--- src/rtl/div_ctrl.sv ---
`default_nettype none
// ---------------------------------------------------------------------------
// div_ctrl : multi-cycle restoring divider for div.w/div.wu/mod.w/mod.wu
// Rev 1.0
// ---------------------------------------------------------------------------
module div_ctrl (
  input  logic        clk,
  input  logic        reset,
  input  logic        req_valid,
  output logic        req_ready,
  input  logic        req_signed,
  input  logic        req_mod,
  input  logic [31:0] dividend,
  input  logic [31:0] divisor,
  output logic        res_valid,
  input  logic        res_ready,
  output logic [31:0] res_data,
  input  logic        flush,
  output logic        busy
);

  typedef enum logic [2:0] {
    IDLE = 3'd0,
    PREP = 3'd1,
    CALC = 3'd2,
    FIX  = 3'd3,
    DONE = 3'd4
  } state_t;

  state_t      state_q, state_d;
  logic        sign_q, sign_d;
  logic        mod_q, mod_d;
  logic        q_neg_q, q_neg_d;
  logic        r_neg_q, r_neg_d;
  logic [31:0] dvd_q, dvd_d;
  logic [31:0] dvs_q, dvs_d;
  logic [31:0] quot_q, quot_d;
  logic [31:0] rem_q, rem_d;
  logic [5:0]  cnt_q, cnt_d;
  logic [31:0] res_data_q, res_data_d;

  logic [31:0] dvd_mag, dvs_mag, quot_fix, rem_fix;
  logic [32:0] rem_shift, trial;

  assign dvd_mag   = (sign_q && dvd_q[31]) ? (32'd0 - dvd_q) : dvd_q;
  assign dvs_mag   = (sign_q && dvs_q[31]) ? (32'd0 - dvs_q) : dvs_q;
  // quot_q doubles as the dividend shift register during CALC
  assign rem_shift = {rem_q, quot_q[31]};
  assign trial     = rem_shift - {1'b0, dvs_q};
  assign quot_fix  = q_neg_q ? (32'd0 - quot_q) : quot_q;
  assign rem_fix   = r_neg_q ? (32'd0 - rem_q) : rem_q;

  always_comb begin
    state_d    = state_q;
    sign_d     = sign_q;
    mod_d      = mod_q;
    q_neg_d    = q_neg_q;
    r_neg_d    = r_neg_q;
    dvd_d      = dvd_q;
    dvs_d      = dvs_q;
    quot_d     = quot_q;
    rem_d      = rem_q;
    cnt_d      = cnt_q;
    res_data_d = res_data_q;

    case (state_q)
      IDLE: begin
        if (req_valid && req_ready) begin
          sign_d  = req_signed;
          mod_d   = req_mod;
          dvd_d   = dividend;
          dvs_d   = divisor;
          state_d = PREP;
        end
      end
      PREP: begin
        q_neg_d = sign_q && (dvd_q[31] ^ dvs_q[31]);
        r_neg_d = sign_q && dvd_q[31];
        cnt_d   = 6'd0;
        rem_d   = 32'd0;
        if (dvs_q == 32'd0) begin
          res_data_d = mod_q ? dvd_q : 32'hFFFF_FFFF;
          state_d    = DONE;
        end else begin
          quot_d  = dvd_mag;
          dvs_d   = dvs_mag;
          state_d = CALC;
        end
      end
      CALC: begin
        if (!trial[32]) begin
          rem_d  = trial[31:0];
          quot_d = {quot_q[30:0], 1'b1};
        end else begin
          rem_d  = rem_shift[31:0];
          quot_d = {quot_q[30:0], 1'b0};
        end
        cnt_d = cnt_q + 6'd1;
        if (cnt_q == 6'd31) begin
          state_d = FIX;
        end
      end
      FIX: begin
        res_data_d = mod_q ? rem_fix : quot_fix;
        state_d    = DONE;
      end
      DONE: begin
        if (res_ready) begin
          state_d = IDLE;
        end
      end
      default: state_d = IDLE;
    endcase

    if (flush) begin
      state_d = IDLE;
    end
  end

  always_ff @(posedge clk) begin
    if (reset) begin
      state_q    <= IDLE;
      sign_q     <= 1'b0;
      mod_q      <= 1'b0;
      q_neg_q    <= 1'b0;
      r_neg_q    <= 1'b0;
      dvd_q      <= 32'd0;
      dvs_q      <= 32'd0;
      quot_q     <= 32'd0;
      rem_q      <= 32'd0;
      cnt_q      <= 6'd0;
      res_data_q <= 32'd0;
    end else begin
      state_q    <= state_d;
      sign_q     <= sign_d;
      mod_q      <= mod_d;
      q_neg_q    <= q_neg_d;
      r_neg_q    <= r_neg_d;
      dvd_q      <= dvd_d;
      dvs_q      <= dvs_d;
      quot_q     <= quot_d;
      rem_q      <= rem_d;
      cnt_q      <= cnt_d;
      res_data_q <= res_data_d;
    end
  end

  assign req_ready = (state_q == IDLE) && !flush;
  assign res_valid = (state_q == DONE);
  assign busy      = (state_q != IDLE);
  assign res_data  = res_data_q;

endmodule
`default_nettype wire

--- config.mk ---
export PLATFORM = sky130hd
export DESIGN_NAME = div_ctrl
export DESIGN_NICKNAME = d
export VERILOG_FILES = /design/src/rtl/div_ctrl.sv
export SDC_FILE = /design/constraint.sdc
export NUM_CORES = 1
export LEC_CHECK = 0
export ABC_AREA = 1
export CORE_MARGIN = 3
export CORE_UTILIZATION = 24
export DETAILED_ROUTE_END_ITERATION = 7
export HOLD_SLACK_MARGIN = 0.1
export SKIP_LAST_GASP = 1
export SLEW_MARGIN = 20
export SYNTH_ARGS = -nofsm -noshare
export SYNTH_HDL_FRONTEND = slang
export SYNTH_SLANG_ARGS = --single-unit
--- constraint.sdc ---
create_clock -name clk -period 4.65 [get_ports clk]
set_input_delay 0.6975 -clock clk [delete_from_list [all_inputs] [get_ports clk]]
set_output_delay 0.6975 -clock clk [all_outputs]
set_load 0.1 [all_outputs]
# Yosys cells after proc, flatten, opt, wreduce, memory -nomap -nowiden
# Index checks and enable logic that the tools add are counted.
dict set report totals {
  in_bits 71
  elab_cells 69
  out_inout_bits 35
  regBits 173
}
dict set report op_classes {
  n_mux 22
  n_bitwise 1
  eq_ne 11
  add_sub_neg 6
  reduce_logical 18
}
# cell n
set ops {}
lappend ops {{two-way mux 32 bit} 11}
lappend ops {{case mux 32 bit (2 select lines)} 4}
lappend ops {{subtractor 1 x 32 -> 32 bit (first input constant)} 4}
lappend ops {{subtractor 33 x 32 -> 33 bit} 1}
lappend ops {{zero test 32 bit} 1}
lappend ops {{case mux 3 bit (5 select lines)} 1}
lappend ops {{two-way mux 3 bit} 4}
lappend ops {{case mux 6 bit (2 select lines)} 1}
lappend ops {{inequality test 2 bit (second input constant)} 5}
lappend ops {{adder 6 x 1 -> 6 bit (second input constant)} 1}
lappend ops {{equality test 3 x 2 -> 1 bit (second input constant)} 2}
lappend ops {{equality test 6 x 5 -> 1 bit (second input constant)} 1}
lappend ops {{AND reduction 2 bit} 3}
lappend ops {{nonzero test 2 bit} 3}
lappend ops {{logical AND 1 bit} 5}
lappend ops {{AND reduction 4 bit} 1}
lappend ops {{equality test 3 x 1 -> 1 bit (second input constant)} 1}
lappend ops {{equality test 3 bit (second input constant)} 1}
lappend ops {{zero test 3 bit} 1}
lappend ops {{AND reduction 3 bit} 1}
lappend ops {{nonzero test 3 bit} 1}
lappend ops {{inequality test 2 x 1 -> 1 bit (second input constant)} 1}
lappend ops {{OR reduction 2 bit} 1}
lappend ops {{zero test 1 bit} 1}
lappend ops {{2 further kinds} 2}

# Depth between registers and ports, before layout
# Gate-level depths: netlist of run 1.
dict set report depth {
  ltp_word 5
  depth_mapped 18
  mapped_depth_nobuf 17
}

# Least setup slack after synthesis of run 1
# Ideal clock, no wire load.
dict set report synth_path {
  path_kind {register -> output}
  start {register state_q[2]}
  end {output port res_valid}
  setup_slack_ns 1.451
  n_path_buf 0
  path_stages_with_launch 3
  t_required_ns 3.953
  arrival_time_ns 2.502
  path_cell_list {dfxtp_1 inv_1 nor3_1}
}
dict set report synth_via {
  elab_chain_cells 1
}
# item line
set synth_rtl {}
lappend synth_rtl {{start, declared} 30} ;# state_t state_q, state_d;
lappend synth_rtl {{start signal, assigned} 134} ;# state_q <= state_d;
lappend synth_rtl {{equality test 3 bit} 149} ;# assign res_valid = (state_q == DONE);
lappend synth_rtl {{end, declared} 15} ;# output logic res_valid,
# No other way between the ends.

# Final worst setup path of run 1
dict set report layout_path {
  start {register state_q[0]}
  end {register quot_q[18]}
}
dict set report layout_via {
  elab_chain_cells 3
  word_cells_on_any_way 6
  cone_classes {eq/ne: 3; mux: 1; reduce/logical: 2}
}
# item line
set layout_rtl {}
lappend layout_rtl {{equality test 3 x 1 -> 1 bit / equality test 3 x 2 -> 1 bit (equally long branches)} 66} ;# case (state_q)
lappend layout_rtl {{inequality test 2 bit (no source line) / nonzero test 2 bit (equally long branches)} -}
lappend layout_rtl {{AND reduction 2 bit (no source line)} -}
lappend layout_rtl {{end signal, assigned} 141} ;# quot_q <= quot_d;
lappend layout_rtl {{end, declared} 37} ;# logic [31:0] quot_q, quot_d;
# Parallel ways exist; a longest one is shown, timed or not.
# A chain may end at the register's enable or synchronous reset.

==> flow_metrics.py, run 1 <==
metrics = {
    "cells_and_area": {
        "finalNetCount": 2534,
        "final_area_um2": 16300,
        "final_util_pct": 28.5,
        "fin_cells": 3193,
        "drive_above_1_share_pct": 7.06,
        "nFillCells": 6477,
        "multi_input_area_um2": 8900,
        "syn_to_final_growth_pct": 16.1,
        "n_antenna_cell": 0,
        "regArea_um2": 3460,
    },
    "hold_path": {
        "hp-class": "reg2reg",
    },
    "job": {
        "drv_cap": 0,
    },
    "clock_tree": {
        "cts_buffer_depth": 2,
        "post_cts_resized": 0,
        "cts.sinks": 173,
        "cts_buffers": 17,
        "cts_root_buf": "clkbuf_16",
        "clock_latency_ps": 470,
        "cts_tree": "built",
        "clkTransAtPathRegs_ps": 80,
        "ctsHtreeMaxLevel": 4,
        "ctsHoldBuffers": 0,
        "cts_setup_buffers": 0,
    },
    "grt": {
        "grt_max_degree": 69,
        "track_usage_pct": 16.4,
        "grt_pass1_wl_um": 79600,
        "antenna_found_initial": 0,
        "grt_overflow_total": 0,
        "grt_pass1_vias": 14552,
    },
    "synth": {
        "ys_seq_area_share_pct": 24.7,
        "avgSynthCellArea_um2": 5.88,
        "yosys-top-cells-count": "nand2_1 (640), nand3_1 (297), inv_1 (292)",
        "synth_most_common_cell": "nand2_1",
        "synth_top_family_by_area": "simple AND/OR/NAND/NOR gates",
        "yosys_warnings": 0,
        "synthArstFlopShare_pct": 0,
        "synth_mux_area_share_pct": 0,
        "synth_simple_gate_area_share_pct": 40.0,
        "synth_top_area_cell": "dfxtp_1",
        "synth_area_leaders": "dfxtp_1 (25%), nand2_1 (17%), nand3_1 (11%)",
        "synthCells": 2383,
        "synth-edff-count": 0,
        "synth_nets": 2492,
        "synth_top_area_share_pct": 24.7,
        "synth_xor_area_share_pct": 1.50,
        "synth_compound_area_share_pct": 18.5,
        "synth_adder_area_share_pct": 3.45,
        "syn_area_um2": 14000,
        "yosys_register_bits": 173,
        "ys_types": 53,
        "synthFlopType": "dfxtp_1",
    },
    "timing": {
        "tightest_slew_ps": 1090,
        "rsz0062_at_grt": "no",
        "finalSetupViolations": 0,
        "slew_violations": 0,
        "fin_crit_sh_pct": 66.7,
        "finalSetupTns_ps": 0,
        "slew_headroom_pct": 26.8,
        "holdWs_ps": 466,
        "fin_worst_skew_ps": 14.8,
        "finalHoldViolations": 0,
        "fin_crit_ps": 3100,
        "fin_ws_ps": 1550,
        "fmax_mhz": 323,
    },
    "pwr": {
        "ir_worst_vdd_mv": 0.299,
        "fin_total_pwr_mw": 4.25,
        "p_per_area_nw_per_um2": 261,
        "leakagePower_nw": 7.55,
    },
    "worst_setup_path": {
        "path_common_cell": "inv_2",
        "required_ps": 5020,
        "path_class": "reg2reg",
        "cp-start-kind": "register",
        "cp_max_fo": 50,
        "crit_slowest_cell": "nand2_2",
        "cp-end-kind": "register",
        "arrival_ps": 3470,
        "r2r_slack_ps": 1550,
        "crit_chain": "inv_2 -> nor3_4 -> buf_4 -> inv_2 -> nand2_1 -> nand2_2 -> inv_2 -> o211ai_1 -> nand2_1 -> inv_1",
        "slowest_delay_ps": 530,
    },
    "floorplan": {
        "start_util_pct": 24.6,
        "rows": 87,
        "die_x_um": 248,
        "die_h_um": 248,
        "die_area_um2": 61300,
        "core_area_um2": 57000,
        "io_pins": 106,
    },
    "detailed_routing": {
        "vias": 15458,
        "wl_um": 50600,
        "drc": 0,
        "wire_per_inst_um": 15.9,
        "drtPass1Iterations": 6,
        "postRouteAntennaNets": 0,
        "vias_per_cell": 4.84,
        "drt_iter0_drc": 1366,
    },
    "placement": {
        "io_buffers": 105,
        "dp_hpwl_um": 39700,
        "placed_area_um2": 15700,
        "gp_congestion": 0.938,
        "placed_cells": 3162,
        "pre_cts_slack_ps": 1640,
    },
    "status": {
        "outcome": "finished, final reports clean",
    },
}
-- cells by family (layout without fill, tap and decap cells) --
group / Yosys count / count (layout)
AO/OA/AOI/OAI: 468 / 468
XOR/XNOR: 24 / 24
AND/OR/NAND/NOR: 1264 / 1264
buffers and inverters: 416 / 470
adder cells (fa/ha/maj): 38 / 38
flip-flops: 173 / 173
-- report_power, final --
group          leakage, nW  internal (mW)  total, mW  switching [mW]
Combinational         5.85          0.348       1.11           0.758
Sequential            1.41           1.54       1.61          0.0711
Clock                0.293          0.833       1.53           0.697
Total                 7.55           2.72       4.25            1.53
-- registers in the layout, indices dropped and copies added (netlist names) --
name	count
sign_q	1
r_neg_q	1
cnt_q	6
q_neg_q	1
dvd_q	32
rem_q	32
res_data	32
quot_q	32
state_q	3
mod_q	1
dvs_q	32
-- final cells by class --
cell class	instances	area share, %
repair buffers	117	6.99
well taps	756	5.82
clock inverters	12	0.946
multi-input cells	1794	54.7
inverters	322	7.45
clock buffers	19	2.79
flip-flops and latches	173	21.3
-- cells in the final DEF, fill, tap and decap left out, types with 25 or more instances in the layout --
cell type	instances
inv_2	29
ha_1	37
nand4_1	37
o21ai_0	176
nand2_1	640
a21oi_1	191
dfxtp_1	173
clkdlybuf4s50_1	103
inv_1	291
nand3_1	297
a21oi_2	25
nor2_1	180
-- per-layer routing --
| metal | part of all wire [%] | vias up | GRT usage (%) |
|---|---|---|---|
| li1 | - | 7897 | - |
| met1 | 46 | 7076 | 21.9 |
| met4 | 2.7 | 0 | 5.37 |
| met5 | 0 | - | 0 |
| met3 | 6.4 | 70 | 3.25 |
| met2 | 45 | 415 | 26.6 |
-- final timing paths --
check	from	end	depth (start not counted)
setup reg to reg	state_q[0]	quot_q[18]	10
hold / removal	cnt_q[5]	cnt_q[5]	1
hold reg to reg	cnt_q[5]	cnt_q[5]	1
setup / recovery	state_q[0]	quot_q[18]	10
-- worst max-delay path, delay by kind of cell, from the launching register on --
family,cells,cell delay [ps]
and+or+nand+nor,4,1000
AOI/OAI and AO/OA,1,140
buffers and inverters,5,1390
DFF,1,430
Note: power is estimated with default switching activity, not from simulation.
==> run 2: changes to the inputs <==
==> constraint.sdc (replaced) <==
create_clock -name clk -period 3 [get_ports clk]
set_input_delay 0.45 -clock clk [delete_from_list [all_inputs] [get_ports clk]]
set_output_delay 0.45 -clock clk [all_outputs]
set_load 0.1 [all_outputs]
==> run 2 against run 1 <==
First-iteration DRC count increased by 10%. Register-to-register slack worse by 1100 ps. Largest power group unchanged. Maximum frequency is 19% higher. Count of clock-buffer cells in the layout did not move. Core utilization increased by 0.17 points. Critical path depth up 7. Worst hold slack improved by 8.4 ps. Sequential cell count is the same. Via count rose by 0.83%.
==> flow_metrics.py, run 2 (same netlist as run 1, synthesis figures left out) <==
metrics = {
    "hold_path": {
        "hp-class": "reg2reg",
        "holdPathEnd": "cnt_q[5]",
        "hold_start": "cnt_q[5]",
        "min_path_cells": 1,
    },
    "floorplan": {
        "die_h_um": 248,
        "io_pins": 106,
        "start_util_pct": 24.6,
        "die_area_um2": 61300,
        "rows": 87,
        "die_x_um": 248,
        "core_area_um2": 57000,
    },
    "job": {
        "drv_cap": 0,
    },
    "worst_setup_path": {
        "slowest_delay_ps": 390,
        "crit_chain": "inv_1 -> ha_1 -> fa_1 -> inv_1 -> nand2_1 -> nand2_1 -> nand3_1 -> nand2_2 -> nand2_2 -> nand2_2 -> nand2_4 -> nand2_4 -> nand2_4 -> nand2_4 -> nand2_1 -> nand3_1 -> a21oi_2",
        "path_common_cell": "nand2_4",
        "r2r_end": "rem_q[11]",
        "rr_worst_depth": 17,
        "cp_max_fo": 25,
        "r2r_slack_ps": 400,
        "cp-end-kind": "register",
        "cp-start-kind": "register",
        "required_ps": 3320,
        "arrival_ps": 2910,
        "crit_slowest_cell": "fa_1",
        "path_class": "reg2reg",
        "reg2reg_from": "quot_q[31]",
    },
    "detailed_routing": {
        "vias": 15587,
        "drc": 0,
        "wl_um": 51400,
        "wire_per_inst_um": 16.0,
        "drt_iter0_drc": 1503,
        "vias_per_cell": 4.85,
        "postRouteAntennaNets": 0,
        "drtPass1Iterations": 5,
    },
    "timing": {
        "finalHoldViolations": 0,
        "slew_headroom_pct": 48.6,
        "tightest_slew_ps": 764,
        "fin_crit_sh_pct": 86.6,
        "finalSetupTns_ps": 0,
        "finalSetupViolations": 0,
        "rsz0062_at_grt": "no",
        "fmax_mhz": 385,
        "fin_crit_ps": 2600,
        "slew_violations": 0,
        "fin_worst_skew_ps": 20.4,
    },
    "clock_tree": {
        "cts_setup_buffers": 0,
        "clkTransAtPathRegs_ps": 80,
        "cts_tree": "built",
        "ctsHoldBuffers": 0,
        "clock_latency_ps": 460,
        "cts_root_buf": "clkbuf_16",
        "ctsHtreeMaxLevel": 4,
        "post_cts_resized": 0,
        "cts.sinks": 173,
        "cts_buffer_depth": 2,
        "cts_buffers": 17,
    },
    "pwr": {
        "p_per_area_nw_per_um2": 405,
        "leakagePower_nw": 7.73,
        "ir_worst_vdd_mv": 0.410,
    },
    "cells_and_area": {
        "syn_to_final_growth_pct": 16.8,
        "finalNetCount": 2555,
        "fin_cells": 3214,
        "final_common_cell": "nand2_1",
        "nFillCells": 6511,
        "drive_above_1_share_pct": 9.15,
        "n_antenna_cell": 0,
        "final_cell_mix": "nand2_1 (640), nand3_1 (297), inv_1 (291)",
    },
    "grt": {
        "grt_overflow_total": 0,
        "antenna_found_initial": 0,
        "grt_pass1_vias": 14493,
        "track_usage_pct": 16.6,
        "grt_pass1_wl_um": 80500,
        "grt_max_degree": 56,
    },
    "placement": {
        "placed_cells": 3183,
        "dp_hpwl_um": 40700,
        "gp_congestion": 0.941,
        "io_buffers": 105,
    },
    "status": {
        "outcome": "finished, final reports clean",
    },
}
## run 2: final cells by class
cell class	instances	area [um2]	share of cell area, %
clock inverters	12	159	0.971
repair buffers	138	1230	7.54
well taps	756	946	5.78
clock buffers	19	443	2.71
multi-input cells	1794	8900	54.4
inverters	322	1210	7.40
flip-flops and latches	173	3460	21.2
## run 2: worst max-delay path by stage
stage          startpoint   endpoint
6_report       quot_q[31]  rem_q[11]
3_3_place_gp   quot_q[31]  rem_q[13]
4_1_cts        quot_q[31]  rem_q[10]
5_1_grt        quot_q[31]  rem_q[30]
2_1_floorplan  state_q[2]  res_valid
3_5_place_dp   quot_q[31]  rem_q[13]
## run 2: worst max-delay path, delay by kind of cell (launching register included)
family | cells | cell delay (ps)
AO/OA/AOI/OAI | 1 | 50
adder cells (fa/ha/maj) | 2 | 630
buffers and inverters | 2 | 180
flip-flops | 1 | 350
AND/OR/NAND/NOR | 12 | 1230
## run 2: metrics by stage
step | total power, mW | setup WS [ps] | hold slack [ps] | instance area [um2] | utilization (%)
floorplan | 3.72 | 48.2 | 431 | 14000 | -
global placement | 4.28 | 472 | 456 | 15800 | 27.6
detailed placement | 4.27 | 431 | 460 | 15800 | 27.6
CTS | 6.64 | 408 | 459 | 16400 | 28.7
global route | 6.96 | 156 | 481 | 16400 | 28.7
finish | 6.63 | 402 | 474 | 16400 | 28.7
## run 2: routing by layer
layer | track usage (%) | part of all wire (%)
met5 | 0 | 0
met2 | 26.6 | 44
met3 | 3.45 | 7.3
met4 | 5.87 | 3.1
met1 | 22.2 | 45
## run 2: where the power goes
group / total, mW / internal, mW / switching [mW]
registers: 2.49 / 2.39 / 0.103
logic: 1.76 / 0.557 / 1.20
clock network: 2.38 / 1.28 / 1.10
